$ cat config.mk
export PLATFORM = sky130hd
export DESIGN_NAME = td4_core
export DESIGN_NICKNAME = d
export VERILOG_FILES = /design/src/rtl/td4_core.sv
export SDC_FILE = /design/constraint.sdc
export NUM_CORES = 1
export LEC_CHECK = 0
export BUFFER_PORTS_ARGS = -buffer_cell sky130_fd_sc_hd__buf_2
export CORE_ASPECT_RATIO = 1.5
export CORE_MARGIN = 5
export CORE_UTILIZATION = 45
export DETAILED_ROUTE_END_ITERATION = 10
export GPL_TIMING_DRIVEN = 0
export PLACE_DENSITY = 0.78
export REMOVE_ABC_BUFFERS = 1
export SKIP_CTS_REPAIR_TIMING = 1
export SLEW_MARGIN = 0
export SYNTH_ARGS = -nofsm -noshare
export SYNTH_HDL_FRONTEND = slang
export SYNTH_SLANG_ARGS = --single-unit
$ cat constraint.sdc
create_clock -name CLK -period 2.52 [get_ports CLK]
set_input_delay 0.378 -clock CLK [delete_from_list [all_inputs] [get_ports CLK]]
set_output_delay 0.378 -clock CLK [all_outputs]
set_load 0.01 [all_outputs]
$ cat src/rtl/td4_core.sv
// TD4 single-cycle core: PC, A/B registers, carry flag and I/O ports, one instruction per enabled edge.
// Optional TD4_HALT_DETECT_EN adds a sticky HALT output for the JMP-to-self idle loop.
module td4_core #(
    parameter logic [3:0] RESET_PC  = 4'h0,
    parameter logic [3:0] RESET_OUT = 4'h0
) (
    input  logic       CLK,
    input  logic       N_RESET,
    input  logic       EN,
    output logic [3:0] ADDRESS,
    input  logic [7:0] INSTR,
    input  logic [3:0] IN_PORT,
    output logic [3:0] OUT_PORT,
    output logic       CARRY
`ifdef TD4_HALT_DETECT_EN
   ,output logic       HALT
`endif
);

    localparam logic [3:0] OP_ADD_A = 4'b0000;
    localparam logic [3:0] OP_MOV_AB = 4'b0001;
    localparam logic [3:0] OP_IN_A  = 4'b0010;
    localparam logic [3:0] OP_MOV_A = 4'b0011;
    localparam logic [3:0] OP_MOV_BA = 4'b0100;
    localparam logic [3:0] OP_ADD_B = 4'b0101;
    localparam logic [3:0] OP_IN_B  = 4'b0110;
    localparam logic [3:0] OP_MOV_B = 4'b0111;
    localparam logic [3:0] OP_OUT_B = 4'b1001;
    localparam logic [3:0] OP_OUT_I = 4'b1011;
    localparam logic [3:0] OP_JNC   = 4'b1110;
    localparam logic [3:0] OP_JMP   = 4'b1111;

    logic [3:0] pc, reg_a, reg_b, out_q;
    logic       c_q;

    logic [3:0] op, im;
    logic [3:0] src, addend;
    logic [4:0] sum;
    logic       wr_a, wr_b, wr_out, ld_pc;
    logic [3:0] pc_next;

    assign op       = INSTR[7:4];
    assign im       = INSTR[3:0];
    assign ADDRESS  = pc;
    assign OUT_PORT = out_q;
    assign CARRY    = c_q;

    // Every instruction goes through the one adder; moves and jumps add zero, so only ADD carries.
    always_comb begin
        src    = 4'h0;
        addend = 4'h0;
        wr_a   = 1'b0;
        wr_b   = 1'b0;
        wr_out = 1'b0;
        ld_pc  = 1'b0;
        case (op)
            OP_ADD_A:  begin src = reg_a;   addend = im; wr_a = 1'b1; end
            OP_MOV_AB: begin src = reg_b;                wr_a = 1'b1; end
            OP_IN_A:   begin src = IN_PORT;              wr_a = 1'b1; end
            OP_MOV_A:  begin                addend = im; wr_a = 1'b1; end
            OP_MOV_BA: begin src = reg_a;                wr_b = 1'b1; end
            OP_ADD_B:  begin src = reg_b;   addend = im; wr_b = 1'b1; end
            OP_IN_B:   begin src = IN_PORT;              wr_b = 1'b1; end
            OP_MOV_B:  begin                addend = im; wr_b = 1'b1; end
            OP_OUT_B:  begin src = reg_b;                wr_out = 1'b1; end
            OP_OUT_I:  begin                addend = im; wr_out = 1'b1; end
            OP_JMP:    begin                addend = im; ld_pc = 1'b1; end
            OP_JNC:    begin                addend = im; ld_pc = ~c_q; end
            default:   ;
        endcase
    end

    assign sum     = {1'b0, src} + {1'b0, addend};
    assign pc_next = ld_pc ? sum[3:0] : pc + 4'd1;

    always_ff @(posedge CLK) begin
        if (!N_RESET) begin
            pc    <= RESET_PC;
            reg_a <= 4'h0;
            reg_b <= 4'h0;
            c_q   <= 1'b0;
            out_q <= RESET_OUT;
        end else if (EN) begin
            pc  <= pc_next;
            c_q <= sum[4];
            if (wr_a)   reg_a <= sum[3:0];
            if (wr_b)   reg_b <= sum[3:0];
            if (wr_out) out_q <= sum[3:0];
        end
    end

`ifdef TD4_HALT_DETECT_EN
    logic halt_q;
    assign HALT = halt_q;

    always_ff @(posedge CLK) begin
        if (!N_RESET)
            halt_q <= 1'b0;
        else if (EN && op == OP_JMP && im == pc)
            halt_q <= 1'b1;
    end
`endif

endmodule

* Word level (Yosys, flattened, before mapping)
Index checks and enable logic that the tools add are counted. Widths: inputs -> output; s select.
Word-level totals: register bits 17, bits of input ports 15, output and inout bits 9, word-level logic and storage cells 37
Operators by class: add/sub/neg operators 2, equality and inequality tests 11, muxes and demuxes 7, bitwise gates (word level) 1, reductions and logical operators 11
Operator list (count):
- $eq 4x3->1 const B | 4
- $eq 4x4->1 const B | 4
- $pmux 4 s3 | 1
- $eq 4x2->1 const B | 2
- $mux 4 | 2
- $reduce_or 4->1 | 2
- $reduce_or 7->1 | 1
- $reduce_and 2->1 | 3
- $reduce_or 2->1 | 3
- $add 4x4->5 | 1
- $add 4x1->4 const B | 1
- $eq 4x1->1 const B | 1
- $logic_not 4->1 | 1
- $mux 1 | 3
- $reduce_or 3->1 | 1
- $pmux 1 s2 | 1
- $not 1->1 | 1

* Longest topological paths before layout
Gate-level depths: netlist (run 1).
word-level depth 5, gate-level depth with buffers 12, depth with buffers taken out 11

* Least setup slack after synthesis (run 1)
No wires, ideal clock.
path kind input-to-reg, start point input port INSTR[5], end point register pc[2], in the netlist ADDRESS[2], setup time 75 ps, arrival 2155 ps, data required time 2445 ps, path slack 291 ps, stages 11, path buffers 1, cell sequence buf_2 nor3_1 a21oi_1 o21a_1 nor2b_1 ha_1 inv_1 fa_1 xnor2_1 mux2i_1 o22ai_1
Between the ends: longest elaborated chain between the ends 5, elaborated cells between the ends (all ways) 21, those cells by class add/sub (1); eq/ne (11); mux (4); reduce/logical (5)
RTL lines:
- start, declared | RTL line 11 | input logic [7:0] INSTR,
- $eq 4x4->1, or another cell as far along | RTL line 56 | case (op)
- $reduce_or 3->1 (no line), or another cell as far along
- $pmux 4 s3 or $mux 4 (tied branches) | RTL line 56
- $add 4x4->5 | RTL line 73 | assign sum = {1'b0, src} + {1'b0, addend};
- $mux 4 * | RTL line 74 | assign pc_next = ld_pc ? sum[3:0] : pc + 4'd1;
- end signal, assigned | RTL line 84 | pc <= pc_next;
- end, declared | RTL line 33 | logic [3:0] pc, reg_a, reg_b, out_q;
Mark *: on every way between the ends. The rest lies on a longest branch, timed or not. A chain may end at the register's enable or synchronous reset.

* Worst setup path in the final report (run 1)
Ends and elaborated chain as after synthesis.

==> flow_summary.yaml, run 1 <==
run_status:
  status: "completed"
clock_network:
  cts.clk_slew.worst_paths_ps: 100
  clkLatencyLatePin_ps: 290
  clock_sinks: 17
  cts_tree: "done"
  cts_max_path_buffers: 2
  htree_levels: 1
  cts.root.buffer_cell: "clkbuf_4"
  cts_made_buffers: 3
timing:
  worst_clock_skew_ps: 4.81
  post-route-period-util: 0.908
  tightest_slew_ps: 422
  setup_slack_ps: 232
  finalHoldViolations: 0
  fmax_mhz: 437
  maxSlewViolCount: 0
  maxSlewHeadroom: 0.717
  setup_viol: 0
  whs_ps: 429
  post-route-min-period_ps: 2290
  rsz0062_at_grt: "no"
route:
  ant_nets: 0
  vias: 944
  vias_per_cell: 5.76
  initialDrtViolationCount: 18
  drc: 0
  wl_per_cell_um: 14.8
  first_pass_iters: 4
  routed_wl_um: 2430
worst_setup_path:
  worstPathArrival_ps: 2510
  crit_family: "adder cells"
  crit_fanout: 9
  worst_ep_required_time_ps: 2740
  cp_cell_sequence: "buf_2 -> nor3_1 -> a21oi_1 -> o21a_1 -> nor2b_1 -> ha_1 -> inv_1 -> fa_1 -> xnor2_2 -> mux2i_1 -> o22ai_1"
  path_class: "primary input to flip-flop"
  end_kind: "flip-flop"
  cp_num_buf_inv: 2
  cpMaxStageDelayCell: "fa_1"
  start_kind: "primary input"
  max_stage_delay_ps: 420
die:
  ioPinCount: 24
  die_w_um: 49.0
  core_area_mm2: 0.00221
  num_rows: 21
  start_util: 0.465
  die_y_um: 68.5
  die_area_mm2: 0.00335
global_routing:
  grt_pass1_wl_um: 3950
  grt_usage: 0.152
  grt_pass1_vias: 903
  antenna_found_initial: 0
  grt-ovfl-total: 0
  grt_max_degree: 18
flow_run:
  drv_cap: 0
logic_synthesis:
  synth_compound_area_frac: 0.180
  synthMuxAreaShare: 0.0878
  synth.ff_latch_count: 17
  yosys.area.top_type_share: 0.332
  synthAdderAreaFrac: 0.0805
  synthArstFlopShare: 0
  synth_simple_gate_area_frac: 0.270
  synth_cell_types: 35
  synthXorXnorAreaFrac: 0.0171
  synth_cells: 119
  syn_area_per_cell_um2: 8.62
  synth_area_leaders: "dfxtp_1, mux2i_1, nand2_1, ha_1, nor2b_1"
  synth-edff-count: 0
  ys_seq_area_frac: 0.332
  yosys.area.top_type: "dfxtp_1"
  synth_top_family_by_area: "simple AND/OR/NAND/NOR gates"
  synth_warnings: 0
  syn_area_mm2: 0.00103
  ys.flop_type: "dfxtp_1"
hold_path:
  hold_path_class: "primary input to flip-flop"
placement:
  hpwlAfterDp_um: 1880
  routabilityCongestion: 0.787
  preCtsSetupSlack_ps: -202
  dp_cells: 160
  portBuffers: 23
final_layout:
  fin_nets: 163
  layout_common_cells: "buf_2, dfxtp_1, nand2_1, mux2i_1, o21ai_0"
  antenna_cells: 0
  area_growth_syn_to_layout_pct: 15.2
  drive_gt1_frac: 0.234
  instances_no_fill: 164
  fillers: 217
  final_common_cell: "buf_2"
power_and_ir_drop:
  p_per_area_mw_per_mm2: 461
  peakVddDrop_mv: 0.256
  leakage_nw: 0.551
## synthesized netlist by cell type, types with 3 or more instances
library cell and count:
a21oi_1 5, buf_2 3, dfxtp_1 17, ha_1 5
inv_1 3, mux2i_1 9, nand2_1 17, nand2b_1 4
nand3_1 3, nand3b_1 3, nor2_1 3, nor2b_1 7
o21a_1 3, o21ai_0 8, o22ai_1 3
## routing by layer
metal | global-route usage | part of all wire | vias up
met3 | 0.0436 | 0.052 | 11
met4 | 0.0774 | 0.034 | 0
met2 | 0.279 | 0.51 | 25
li1 | - | - | 468
met5 | 0 | 0 | -
met1 | 0.156 | 0.40 | 440
## registers in the layout (all words and copies together), names as in the netlist
name,count
reg_a,4
ADDRESS,4
OUT_PORT,4
reg_b,4
CARRY,1
## power by group
group	switching [mW]	internal (mW)
clock network	0.0870	0.0590
registers	0.00778	0.279
logic	0.0632	0.0486
## layout make-up
class	instances	area, µm²	share of cell area
clock buffer	3	22.5	0.0190
clock inverter	1	5.00	0.00423
inverter	3	11.3	0.00952
multi-input combinational	94	659	0.558
sequential	17	340	0.288
tap	23	28.8	0.0243
timing repair buffer	23	115	0.0974
## worst reg2reg max path: cells and delay by family (launching register included)
family                   cells  cell delay, ps
buffers and inverters        1              70
AO/OA/AOI/OAI                2             330
adder cells (fa/ha/maj)      2             670
flip-flops                   1             340
XOR/XNOR                     1             290
multiplexers                 2             190
## path summary, 6_finish.rpt
path,start,endpoint,slack (ps),cells past startpoint
hold reg to reg,OUT_PORT[3]$_SDFFE_PN0P_,OUT_PORT[3]$_SDFFE_PN0P_,470,2
setup reg to reg,reg_a[0]$_SDFFE_PN0P_,ADDRESS[2]$_SDFFE_PN0P_,560,8
hold / removal,EN,CARRY$_SDFFE_PN0P_,430,2
setup / recovery,INSTR[5],ADDRESS[2]$_SDFFE_PN0P_,230,11
## logic make-up after synthesis
family          count (synthesis)
simple gates                   48
compound gates                 29
flops                          17
mux                             9
buf+inv                         8
fa+ha+maj                       6
xor+xnor                        2
## stage by stage
stage | TNS [ps] | util | area [µm²] | power (mW)
final | 0 | 0.536 | 1180 | 0.545
after global routing | 0 | 0.536 | 1180 | 0.577
after CTS | 0 | 0.532 | 1170 | 0.547
after detailed placement | -612 | 0.520 | 1150 | 0.402
after global placement | -54.8 | 0.520 | 1150 | 0.397
after floorplan | 0 | - | 1000 | 0.356
(Power assumes the default switching activity.)
==> run 2, diff against run 1 <==
--- a/config.mk
+++ b/config.mk
@@ -12,6 +12,7 @@
 export DETAILED_ROUTE_END_ITERATION = 10
 export GPL_TIMING_DRIVEN = 0
 export PLACE_DENSITY = 0.78
+export RECOVER_POWER = 100
 export REMOVE_ABC_BUFFERS = 1
 export SKIP_CTS_REPAIR_TIMING = 1
 export SLEW_MARGIN = 0
==> run 2 against run 1 <==
Against the previous run:
- cell area is 1.1% lower
- maximum frequency is 1.1% lower
- die area stayed put
- sequential share of layout area is 0.31 points higher
- largest power group unchanged
- clock skew hardly changed
- highest routed layer unchanged
- non-clock buffer count stayed put
- first-iteration DRC count is 11% lower
==> flow_summary.yaml, run 2 (synthesis results as in run 1) <==
run_status:
  status: "completed"
clock_network:
  clkLatencyLatePin_ps: 290
  cts.root.buffer_cell: "clkbuf_4"
  cts_max_path_buffers: 2
  cts.clk_slew.worst_paths_ps: 100
  clock_sinks: 17
  cts_tree: "done"
  htree_levels: 1
  cts_made_buffers: 3
worst_setup_path:
  end_kind: "flip-flop"
  regToRegSetupSlack_ps: 520
  reg2reg_depth: 7
  start_kind: "primary input"
  worst_ep_required_time_ps: 2740
  worstPathArrival_ps: 2530
  path_class: "primary input to flip-flop"
  crit_fanout: 7
route:
  vias: 933
  drc: 0
  wl_per_cell_um: 14.8
  vias_per_cell: 5.69
  routed_wl_um: 2440
  first_pass_iters: 4
  initialDrtViolationCount: 16
  ant_nets: 0
power_and_ir_drop:
  peakVddDrop_mv: 0.255
  p_per_area_mw_per_mm2: 463
  leakage_nw: 0.510
die:
  die_w_um: 49.0
  num_rows: 21
  ioPinCount: 24
  die_y_um: 68.5
  core_area_mm2: 0.00221
  die_area_mm2: 0.00335
  start_util: 0.465
global_routing:
  antenna_found_initial: 0
  grt_pass1_vias: 903
  grt_usage: 0.152
  grt-ovfl-total: 0
  grt_max_degree: 18
  grt_pass1_wl_um: 3950
final_layout:
  fin_util: 0.530
  fin_nets: 163
  area_growth_syn_to_layout_pct: 14.0
  antenna_cells: 0
  layout_common_cells: "dfxtp_1, nand2_1, buf_2, clkbuf_1, mux2i_1"
  fin_area_mm2: 0.00117
  drive_gt1_frac: 0.163
timing:
  finalHoldViolations: 0
  post-route-period-util: 0.918
  fin_setup_tns_ps: 0
  setup_viol: 0
  post-route-min-period_ps: 2310
  whs_ps: 430
  tightest_slew_ps: 434
  worst_clock_skew_ps: 4.60
  maxSlewViolCount: 0
  rsz0062_at_grt: "no"
  maxSlewHeadroom: 0.710
  fmax_mhz: 432
hold_path:
  hold_path_class: "primary input to flip-flop"
  min_delay_path_depth: 2
placement:
  portBuffers: 23
  hpwlAfterDp_um: 1880
  place_area_mm2: 0.00115
  routabilityCongestion: 0.787
flow_run:
  drv_cap: 0
-- run 2: layer usage --
layer,track usage,vias to the layer above,wire [µm]
li1,-,466,-
met1,0.156,440,995
met2,0.279,21,1260
met3,0.0436,6,124
met4,0.0774,0,52
met5,0,-,0
-- run 2: path summary, 6_finish.rpt --
kind | end | from
setup / recovery | ADDRESS[2]$_SDFFE_PN0P_ | INSTR[7]
hold / removal | CARRY$_SDFFE_PN0P_ | EN
setup reg to reg | ADDRESS[3]$_SDFFE_PN0P_ | reg_a[1]$_SDFFE_PN0P_
hold reg to reg | reg_b[2]$_SDFFE_PN0P_ | reg_b[2]$_SDFFE_PN0P_
-- run 2: final cells by class --
type / count / area [µm²]
Fill cell: 222 / 1040
Multi-Input combinational cell: 94 / 659
Sequential cell: 17 / 340
Timing Repair Buffer: 23 / 103
Tap cell: 23 / 28.8
Clock buffer: 3 / 22.5
Inverter: 3 / 11.3
Clock inverter: 1 / 5.00
-- run 2: stage by stage --
step | worst slack (ps) | power (mW) | cells
after floorplan | 471 | 0.356 | 114
after global placement | -40.1 | 0.397 | 160
after detailed placement | -202 | 0.402 | 160
after CTS | 103 | 0.547 | 164
after global routing | 80.3 | 0.575 | 164
final | 206 | 0.542 | 164
-- run 2: power breakdown --
group	internal [mW]	switching, mW
registers	0.279	0.00804
logic	0.0467	0.0633
clock network	0.0590	0.0861
-- run 2: critical path: stages --
cell      delay, ps
clkbuf_1        220
and2_4          220
o21ai_0          70
o21a_1          180
nor2b_1         160
ha_1            230
inv_1            70
fa_1            420
xnor2_2         290
mux2i_1         130
o22ai_1         150
